==> src/rtl/bcp_unit.sv <==
// Boolean-constraint-propagation unit: buffers clause indices, evaluates each clause
// against the variable state and emits unit implications or a sticky conflict.
module bcp_unit #(
   parameter int unsigned MAX_CLAUSES_BITS = 8,
   parameter int unsigned MAX_VARS_BITS    = 8,
   parameter int unsigned LITS             = 3,
   parameter int unsigned FIFO_DEPTH       = 8
) (
   input  logic                              clock,
   input  logic                              reset,
   input  logic                              reset_bcp,
   input  logic                              bcp_en,
   input  logic [MAX_CLAUSES_BITS-1:0]       bcp_clause_idx,
   output logic                              bcp_busy,
   output logic                              conflict,
   output logic                              overflow,
   output logic                              cdb_read,
   output logic [MAX_CLAUSES_BITS-1:0]       cdb_idx,
   input  logic [LITS*(MAX_VARS_BITS+2)-1:0] cdb_lits,
   output logic                              vs_read,
   output logic [MAX_VARS_BITS-1:0]          vs_var,
   input  logic                              vs_val,
   input  logic                              vs_unassign,
   output logic                              push_imply,
   output logic [MAX_VARS_BITS-1:0]          var_in_imply,
   output logic                              val_in_imply,
   output logic                              type_in_imply,
   input  logic                              full_imply
);
   localparam int unsigned SW = MAX_VARS_BITS + 2;
   localparam int unsigned KW = $clog2(LITS + 1);
   localparam int unsigned PW = (FIFO_DEPTH > 1) ? $clog2(FIFO_DEPTH) : 1;
   localparam int unsigned CW = $clog2(FIFO_DEPTH + 1);

   typedef enum logic [2:0] {IDLE, WAIT_CL, LIT_REQ, LIT_CHK, EVAL, PUSH} state_t;

   state_t                    state_q, state_d;
   logic [LITS-1:0][SW-1:0]   lits_q, lits_d;
   logic [KW-1:0]             k_q, k_d, unas_q, unas_d, fals_q, fals_d;
   logic [MAX_VARS_BITS-1:0]  ivar_q, ivar_d;
   logic                      ipol_q, ipol_d;
   logic [SW-1:0]             slot;

   logic [MAX_CLAUSES_BITS-1:0] mem [FIFO_DEPTH];
   logic [PW-1:0]             head_q, tail_q;
   logic [CW-1:0]             count_q;
   logic                      clr, fifo_empty, fifo_full, enq, drop, set_conflict;
   logic                      cdb_read_c, vs_read_c, push_c;

   assign clr        = reset | reset_bcp;
   assign fifo_empty = (count_q == '0);
   assign fifo_full  = (count_q == CW'(FIFO_DEPTH));
   // a pop in the same cycle frees a slot, so a full FIFO still accepts
   assign enq        = bcp_en & ~conflict & (~fifo_full | cdb_read_c);
   assign drop       = bcp_en & ~conflict & fifo_full & ~cdb_read_c;

   assign bcp_busy      = bcp_en | ~fifo_empty | (state_q != IDLE);
   assign cdb_read      = cdb_read_c & ~clr;
   assign cdb_idx       = cdb_read ? mem[head_q] : '0;
   assign vs_read       = vs_read_c & ~clr;
   assign vs_var        = vs_read ? slot[MAX_VARS_BITS-1:0] : '0;
   assign push_imply    = push_c & ~clr;
   assign var_in_imply  = push_imply ? ivar_q : '0;
   assign val_in_imply  = push_imply & ipol_q;
   assign type_in_imply = push_imply;

   // current literal slot selected by k
   always_comb begin
      slot = '0;
      for (int i = 0; i < LITS; i++)
         if (k_q == KW'(i)) slot = lits_q[i];
   end

   // next-state and strobe decode
   always_comb begin
      state_d      = state_q;
      lits_d       = lits_q;
      k_d          = k_q;
      unas_d       = unas_q;
      fals_d       = fals_q;
      ivar_d       = ivar_q;
      ipol_d       = ipol_q;
      set_conflict = 1'b0;
      cdb_read_c   = 1'b0;
      vs_read_c    = 1'b0;
      push_c       = 1'b0;
      unique case (state_q)
         IDLE: begin
            if (!fifo_empty && !conflict) begin
               cdb_read_c = 1'b1;
               state_d    = WAIT_CL;
            end
         end
         WAIT_CL: begin
            lits_d  = cdb_lits;
            k_d     = '0;
            unas_d  = '0;
            fals_d  = '0;
            state_d = LIT_REQ;
         end
         LIT_REQ: begin
            if (slot[SW-1]) begin
               vs_read_c = 1'b1;
               state_d   = LIT_CHK;
            end else begin
               k_d = k_q + KW'(1);
               if (k_q == KW'(LITS - 1)) state_d = EVAL;
            end
         end
         LIT_CHK: begin
            if (!vs_unassign && (vs_val == slot[SW-2])) begin
               state_d = IDLE;
            end else begin
               if (vs_unassign) begin
                  unas_d = unas_q + KW'(1);
                  ivar_d = slot[MAX_VARS_BITS-1:0];
                  ipol_d = slot[SW-2];
               end else begin
                  fals_d = fals_q + KW'(1);
               end
               k_d     = k_q + KW'(1);
               state_d = (k_q == KW'(LITS - 1)) ? EVAL : LIT_REQ;
            end
         end
         EVAL: begin
            if (unas_q == '0) begin
               set_conflict = 1'b1;
               state_d      = IDLE;
            end else if (unas_q == KW'(1)) begin
               state_d = PUSH;
            end else begin
               state_d = IDLE;
            end
         end
         PUSH: begin
            if (!full_imply) begin
               push_c  = 1'b1;
               state_d = IDLE;
            end
         end
         default: state_d = IDLE;
      endcase
   end

   always_ff @(posedge clock) begin
      if (clr) begin
         state_q <= IDLE;
         lits_q  <= '0;
         k_q     <= '0;
         unas_q  <= '0;
         fals_q  <= '0;
         ivar_q  <= '0;
         ipol_q  <= 1'b0;
      end else begin
         state_q <= state_d;
         lits_q  <= lits_d;
         k_q     <= k_d;
         unas_q  <= unas_d;
         fals_q  <= fals_d;
         ivar_q  <= ivar_d;
         ipol_q  <= ipol_d;
      end
   end

   // index FIFO bookkeeping; a conflict flushes it and blocks further work
   always_ff @(posedge clock) begin
      if (clr) begin
         head_q   <= '0;
         tail_q   <= '0;
         count_q  <= '0;
         conflict <= 1'b0;
         overflow <= 1'b0;
      end else if (set_conflict) begin
         head_q   <= '0;
         tail_q   <= '0;
         count_q  <= '0;
         conflict <= 1'b1;
      end else begin
         if (enq)        tail_q <= tail_q + PW'(1);
         if (cdb_read_c) head_q <= head_q + PW'(1);
         count_q <= count_q + CW'(enq) - CW'(cdb_read_c);
         if (drop) overflow <= 1'b1;
      end
   end

   always_ff @(posedge clock) begin
      if (enq) mem[tail_q] <= bcp_clause_idx;
   end

endmodule

==> config.mk <==
export PLATFORM = sky130hd
export DESIGN_NAME = bcp_unit
export DESIGN_NICKNAME = d
export VERILOG_FILES = /design/src/rtl/bcp_unit.sv
export SDC_FILE = /design/constraint.sdc
export NUM_CORES = 1
export LEC_CHECK = 0
export CORE_MARGIN = 1.5
export CORE_UTILIZATION = 47
export DETAILED_ROUTE_END_ITERATION = 7
export GPL_TIMING_DRIVEN = 1
export PLACE_DENSITY = 0.7
export SLEW_MARGIN = 10
export SYNTH_ARGS = -nofsm -noshare
export SYNTH_HDL_FRONTEND = slang
export SYNTH_SLANG_ARGS = --single-unit
==> constraint.sdc <==
create_clock -name clock -period 2.9 [get_ports clock]
set_clock_uncertainty 0.05 [all_clocks]
set_input_delay 0.58 -clock clock [delete_from_list [all_inputs] [get_ports clock]]
set_output_delay 0.58 -clock clock [all_outputs]
set_load 0.05 [all_outputs]
==> impl_metrics.py, run 1 <==
metrics = {
    "floorplan": {
        "rows": 38,
        "die_area_mm2": 0.0121,
        "die_h_um": 110,
        "ios": 77,
        "coreArea_mm2": 0.0110,
        "die-width_um": 110,
        "start_util_pct": 48.9,
    },
    "timing": {
        "maxSlewHeadroom_pct": 56.8,
        "tightestPinTransition_ps": 649,
        "fin_crit_sh_pct": 99.1,
        "worst_slack_ps": 26.1,
        "final_max_slew_viol_count": 0,
        "finalCriticalPeriod_ps": 2870,
        "finalHoldViolCount": 0,
        "rsz0062_at_grt": "yes",
        "fmax_mhz": 348,
        "setup_violations": 0,
    },
    "grt": {
        "grt_pass1_wl_um": 18300,
        "antenna_found_initial": 0,
        "grt.overflow.total": 0,
        "grt_use_total_pct": 20.4,
        "grt_pass1_vias": 3716,
        "grt_max_degree": 46,
    },
    "routing": {
        "via_per_inst": 5.26,
        "drtIter0Drc": 194,
        "wl_um": 11700,
        "vias": 3814,
        "antenna_left": 0,
        "avgRoutedWirePerCell_um": 16.1,
        "drc": 0,
        "dr.pass1.iters": 4,
    },
    "clock_tree": {
        "clock_path_buffers": 2,
        "numCtsBuffers": 17,
        "htree_num_levels": 4,
        "cts_setup_buffers": 0,
        "clock_latency_ps": 410,
        "clock_sinks": 125,
        "cts_root_buffer": "clkbuf_16",
        "cts_tree": "done",
        "clk_pin_slew_ps": 50,
    },
    "logic_synthesis": {
        "postSynthAreaPerCell_um2": 11.2,
        "netlist_top_cells_area": "edfxtp_1, dfxtp_1, mux4_2",
        "ys.flop_type": "edfxtp_1",
        "ys_ff_latch": 125,
        "ys_warn_count": 0,
        "synth_top_area_share_pct": 35.6,
        "synth_top_area_cell": "edfxtp_1",
        "ys_seq_area_share_pct": 58.3,
        "ys_types": 44,
        "syn_area_mm2": 0.00540,
        "synth_edf_count": 64,
        "syn-num-nets": 539,
        "synthCells": 481,
        "synthArstFlopShare_pct": 0,
    },
    "job": {
        "maxCapViolCount": 0,
    },
    "hold_path": {
        "hold-path-cell-count": 2,
        "hold_path_class": "reg -> reg",
    },
    "setup_path": {
        "crit_type": "reg -> out",
        "critPathCaptureType": "output pin",
        "critPathSlowestCell": "dfxtp_1",
        "crit_path_cell_trace": "inv_1, ha_1, buf_4, o21ai_0, nor2b_2, buf_12",
        "reg2reg_depth": 10,
        "critPathArrivalTime_ps": 2240,
        "crit_required_ps": 2270,
        "crit_path_max_fanout": 19,
        "critPathLaunchType": "flop",
        "critPathMaxStageDelay_ps": 440,
    },
    "cells_and_area": {
        "fillers": 825,
        "nNetsFinal": 630,
        "diodes": 0,
        "multiInputGateArea_mm2": 0.00213,
        "final_area_mm2": 0.00740,
        "finalNonFillerCells": 725,
        "drive_above_1_share_pct": 19.8,
        "regArea_mm2": 0.00314,
        "area_growth_pct": 37.1,
    },
    "placed_design": {
        "dpl.cell_count": 693,
        "place_ws_ps": 137,
        "gp_congestion": 0.819,
        "dp_hpwl_um": 7920,
        "io_buffers": 76,
        "placed_cell_area_mm2": 0.00668,
    },
    "outcome": {
        "status": "finished, final reports clean",
    },
    "power": {
        "power.density_mw_per_mm2": 754,
        "p_leak_nw": 2.58,
        "p_total_mw": 5.58,
        "peakVddDrop_mv": 0.381,
    },
}
## cell families (layout without fill, tap and decap cells)
kind of cell             count (synthesis)  count (layout)  share of synthesized area [%]
AND/OR/NAND/NOR                        186             186                           16.3
XOR/XNOR                                 6               6                          0.974
flip-flops                             125             125                           58.3
adder cells (fa/ha/maj)                 13              13                           3.15
AO/OA/AOI/OAI                           70              70                           7.28
buffers and inverters                   45             149                           3.62
multiplexers                            36              36                           10.4
## registers in the layout, indices dropped and copies added, names as in the netlist, 2 cells and up, named ones only
signal and cells:
mem 64, head_q 3, count_q 4, k_q 2, unas_q 2, tail_q 3
lits_q 30, state_q 3, ivar_q 8
## through the flow
step	hold WS (ps)	utilization (%)	setup TNS (ps)
2_1_floorplan	382	-	0
3_3_place_gp	387	60.5	0
3_5_place_dp	392	60.5	0
4_1_cts	399	66.5	0
5_1_grt	422	67.1	-230
6_report	400	67.1	0
## cells in the mapped netlist, drive strengths merged (9+ instances only)
master / number
a21oi: 45
and2: 9
and3b: 9
buf: 11
clkbuf: 17
dfxtp: 61
edfxtp: 64
ha: 12
inv: 17
mux2i: 20
mux4: 16
nand2: 79
nor2: 42
nor2b: 11
o21ai: 12
## report_power, final
part           internal (mW)  total [mW]  leakage, nW  switching [mW]
Sequential              1.96        2.01         1.07          0.0485
Clock                   1.60        2.33        0.320           0.732
Combinational          0.564        1.23         1.19           0.670
## layout by cell type, fill, tap and decap left out, drive strengths merged, types with 2 or more instances in the layout
master	instances
nand2	79
edfxtp	64
dfxtp	61
buf	54
clkdlybuf4s50	46
a21oi	45
nor2	42
mux2i	20
clkbuf	19
inv	17
mux4	16
ha	12
o21ai	12
nor2b	11
and2	9
and3b	9
clkinv	7
nand3	6
nor3	6
bufinv	6
or3	5
nand2b	5
nand3b	4
xor2	4
a2bb2oi	3
or4	2
and3	2
xnor2	2
a211oi	2
nor3b	2
## area by class of cell
| cell class | instances | share of cell area, % |
|---|---|---|
| flip-flops and latches | 125 | 42.5 |
| multi-input cells | 311 | 28.8 |
| repair buffers | 100 | 16.6 |
| clock buffers | 19 | 5.85 |
| clock inverters | 13 | 2.98 |
| well taps | 140 | 2.37 |
| inverters | 17 | 0.863 |
## routing by layer
metal,up-vias,GRT usage (%),share of wire [%]
li1,1870,-,-
met1,1830,24.5,41
met2,105,35.3,53
met3,9,5.41,5.3
met4,0,7.69,0.69
met5,-,0,0
## worst max-delay path, delay by kind of cell (launching register included)
kind            cells  cell delay (ps)
buf+inv             3              490
flops               1              440
compound gates      1              360
simple gates        1              280
fa+ha+maj           1              240
## worst paths after layout
kind	slack (ps)	from	to
worst max-delay path	30	k_q[0]	vs_var[0]
worst min-delay path	400	lits_q[3]	lits_q[3]
worst max register to register	340	count_q[2]	count_q[2]
worst min register to register	400	lits_q[3]	lits_q[3]
## timing repair
action,CTS,global route
hold buffers,0,0
endpoints found under the setup margin,16,22
gates resized for setup,3,18
Power figures use the tool's default switching activity.
==> inputs of run 2 (changes only) <==
--- a/config.mk
+++ b/config.mk
@@ -8,9 +8,9 @@
 export CORE_MARGIN = 1.5
 export CORE_UTILIZATION = 47
 export DETAILED_ROUTE_END_ITERATION = 7
+export DONT_BUFFER_PORTS = 1
 export GPL_TIMING_DRIVEN = 1
-export PLACE_DENSITY = 0.7
-export SLEW_MARGIN = 10
+export SLEW_MARGIN = 20
 export SYNTH_ARGS = -nofsm -noshare
 export SYNTH_HDL_FRONTEND = slang
 export SYNTH_SLANG_ARGS = --single-unit
==> run 2 against run 1 <==
Wire length down 2.2%. Non-clock buffer count down 51. Sequential power about the same. Setup slack better by 91 ps. Core utilization down 7.8 points. First-iteration DRC count down 40%. Sequential share of layout area up 5.6 points.
==> impl_metrics.py, run 2 (synthesis gave the netlist of run 1 again) <==
metrics = {
    "power": {
        "power_frac_clock_pct": 38.9,
        "combPwrFrac_pct": 21.5,
        "p_leak_nw": 2.27,
        "seqPwrFrac_pct": 39.6,
        "switching_share_pct": 29.3,
        "p_int_mw": 3.60,
        "p_total_mw": 5.09,
        "power.density_mw_per_mm2": 780,
        "switchingPower_mw": 1.49,
        "peakVddDrop_mv": 0.421,
    },
    "grt": {
        "grt_pass1_wl_um": 17700,
        "grt_max_degree": 46,
        "antenna_found_initial": 0,
        "grt_pass1_vias": 3570,
        "grt.overflow.total": 0,
        "grt_use_total_pct": 19.9,
    },
    "floorplan": {
        "start_util_pct": 48.9,
        "die_h_um": 110,
        "ios": 77,
        "coreArea_mm2": 0.0110,
        "die_area_mm2": 0.0121,
        "rows": 38,
        "die-width_um": 110,
    },
    "setup_path": {
        "cpMostUsedCell": "nor2b_1",
        "critPathCaptureType": "output pin",
        "critPathArrivalTime_ps": 2150,
        "crit_required_ps": 2270,
        "crit_path_max_fanout": 12,
        "critPathSlowestCell": "dfxtp_1",
        "crit_type": "reg -> out",
        "crit_path_cell_trace": "nor2b_1, nand3_1, nor2b_1, buf_4",
        "crit_family": "simple AND/OR/NAND/NOR gates",
        "critPathLaunchType": "flop",
        "crit_buf_inv": 1,
        "critPathMaxStageDelay_ps": 560,
    },
    "cells_and_area": {
        "diodes": 0,
        "top_regs": "mem x64, lits_q x30, ivar_q x8",
        "layout_commonest_cell": "nand2_1",
        "mostFrequentLayoutCells": "nand2_1, edfxtp_1, dfxtp_1",
        "drive_above_1_share_pct": 20.0,
        "post-route-util_pct": 59.2,
        "final_area_mm2": 0.00653,
        "largest_register": "mem",
        "fillers": 953,
        "largest_reg_flops": 64,
        "area_growth_pct": 21.1,
        "nNetsFinal": 580,
    },
    "routing": {
        "wl_um": 11400,
        "via_per_inst": 5.33,
        "dr.pass1.iters": 4,
        "antenna_left": 0,
        "vias": 3595,
        "avgRoutedWirePerCell_um": 16.9,
        "drc": 0,
        "drtIter0Drc": 116,
    },
    "hold_path": {
        "hold_path_class": "in -> reg",
    },
    "clock_tree": {
        "htree_num_levels": 4,
        "clk_pin_slew_ps": 60,
        "numCtsBuffers": 17,
        "cts_setup_buffers": 0,
        "clock_latency_ps": 400,
        "cts_tree": "done",
        "cts_root_buffer": "clkbuf_16",
        "clock_sinks": 125,
        "clock_path_buffers": 2,
    },
    "outcome": {
        "status": "finished, final reports clean",
    },
    "job": {
        "maxCapViolCount": 0,
    },
    "placed_design": {
        "gp_congestion": 0.881,
        "placed_cell_area_mm2": 0.00593,
        "place_ws_ps": 287,
        "io_buffers": 0,
        "dp_hpwl_um": 7520,
    },
    "timing": {
        "worst_slack_ps": 117,
        "finalCriticalPeriod_ps": 2780,
        "setup_violations": 0,
        "maxSlewHeadroom_pct": 52.7,
        "tightestPinTransition_ps": 710,
        "rsz0062_at_grt": "yes",
        "fmax_mhz": 359,
        "finalHoldViolCount": 0,
        "fin_crit_sh_pct": 96.0,
        "final_max_slew_viol_count": 0,
    },
}
[run 2: cell types whose count changed in the layout (fill, tap and decap cells not counted), sizes merged]
cell	before	now
clkinv	7	6
nand3	6	7
buf	54	49
clkinvlp	0	4
inv	17	21
clkdlybuf4s50	46	0
clkbuf	19	17
bufinv	6	1
[run 2: timing repair]
item / CTS / global route
pin swaps: 0 / 2
hold buffers: 0 / 0
gates cloned: 0 / 1
setup endpoints to repair: 9 / 18
gates resized for setup: 2 / 15
[run 2: power groups by stage]
stage / clock network, mW / registers (mW) / logic [mW]
after global routing: 2.09 / 2.03 / 1.22
after floorplan: 0 / 2.04 / 0.847
after CTS: 2.02 / 2.02 / 1.08
after global placement: 0 / 2.05 / 1.05
after detailed placement: 0 / 2.05 / 1.08
final: 1.98 / 2.02 / 1.10
[run 2: worst paths after layout]
check / slack (ps) / start / cells after the start / endpoint
hold / removal: 220 / bcp_clause_idx[7] / 0 / mem[7][7]
hold reg to reg: 400 / lits_q[7] / 2 / lits_q[7]
setup / recovery: 120 / state_q[1] / 4 / vs_var[3]
setup reg to reg: 270 / count_q[2] / 10 / count_q[2]
[run 2: area by class of cell]
| type | count | area, um^2 | area share (%) |
|---|---|---|---|
| flip-flops and latches | 125 | 3140 | 48.1 |
| multi-input cells | 312 | 2100 | 32.2 |
| repair buffers | 49 | 484 | 7.41 |
| clock buffers | 17 | 425 | 6.51 |
| well taps | 140 | 175 | 2.68 |
| clock inverters | 15 | 138 | 2.11 |
| inverters | 17 | 63.8 | 0.977 |
[run 2: metrics by stage]
stage,cells,hold WS [ps],TNS [ps]
after detailed placement,642,397,0
after global routing,675,201,-103
after global placement,642,390,0
after CTS,674,205,0
final,675,223,0
after floorplan,481,382,0
[run 2: per-layer routing]
layer / GRT usage, % / wire length (um) / vias up / part of all wire [%]
li1: - / - / 1778 / -
met2: 33.8 / 5820 / 88 / 51
met1: 24.3 / 4880 / 1717 / 43
met5: 0 / 0 / - / 0
met4: 7.05 / 160 / 0 / 1.4
met3: 5.47 / 557 / 12 / 4.9
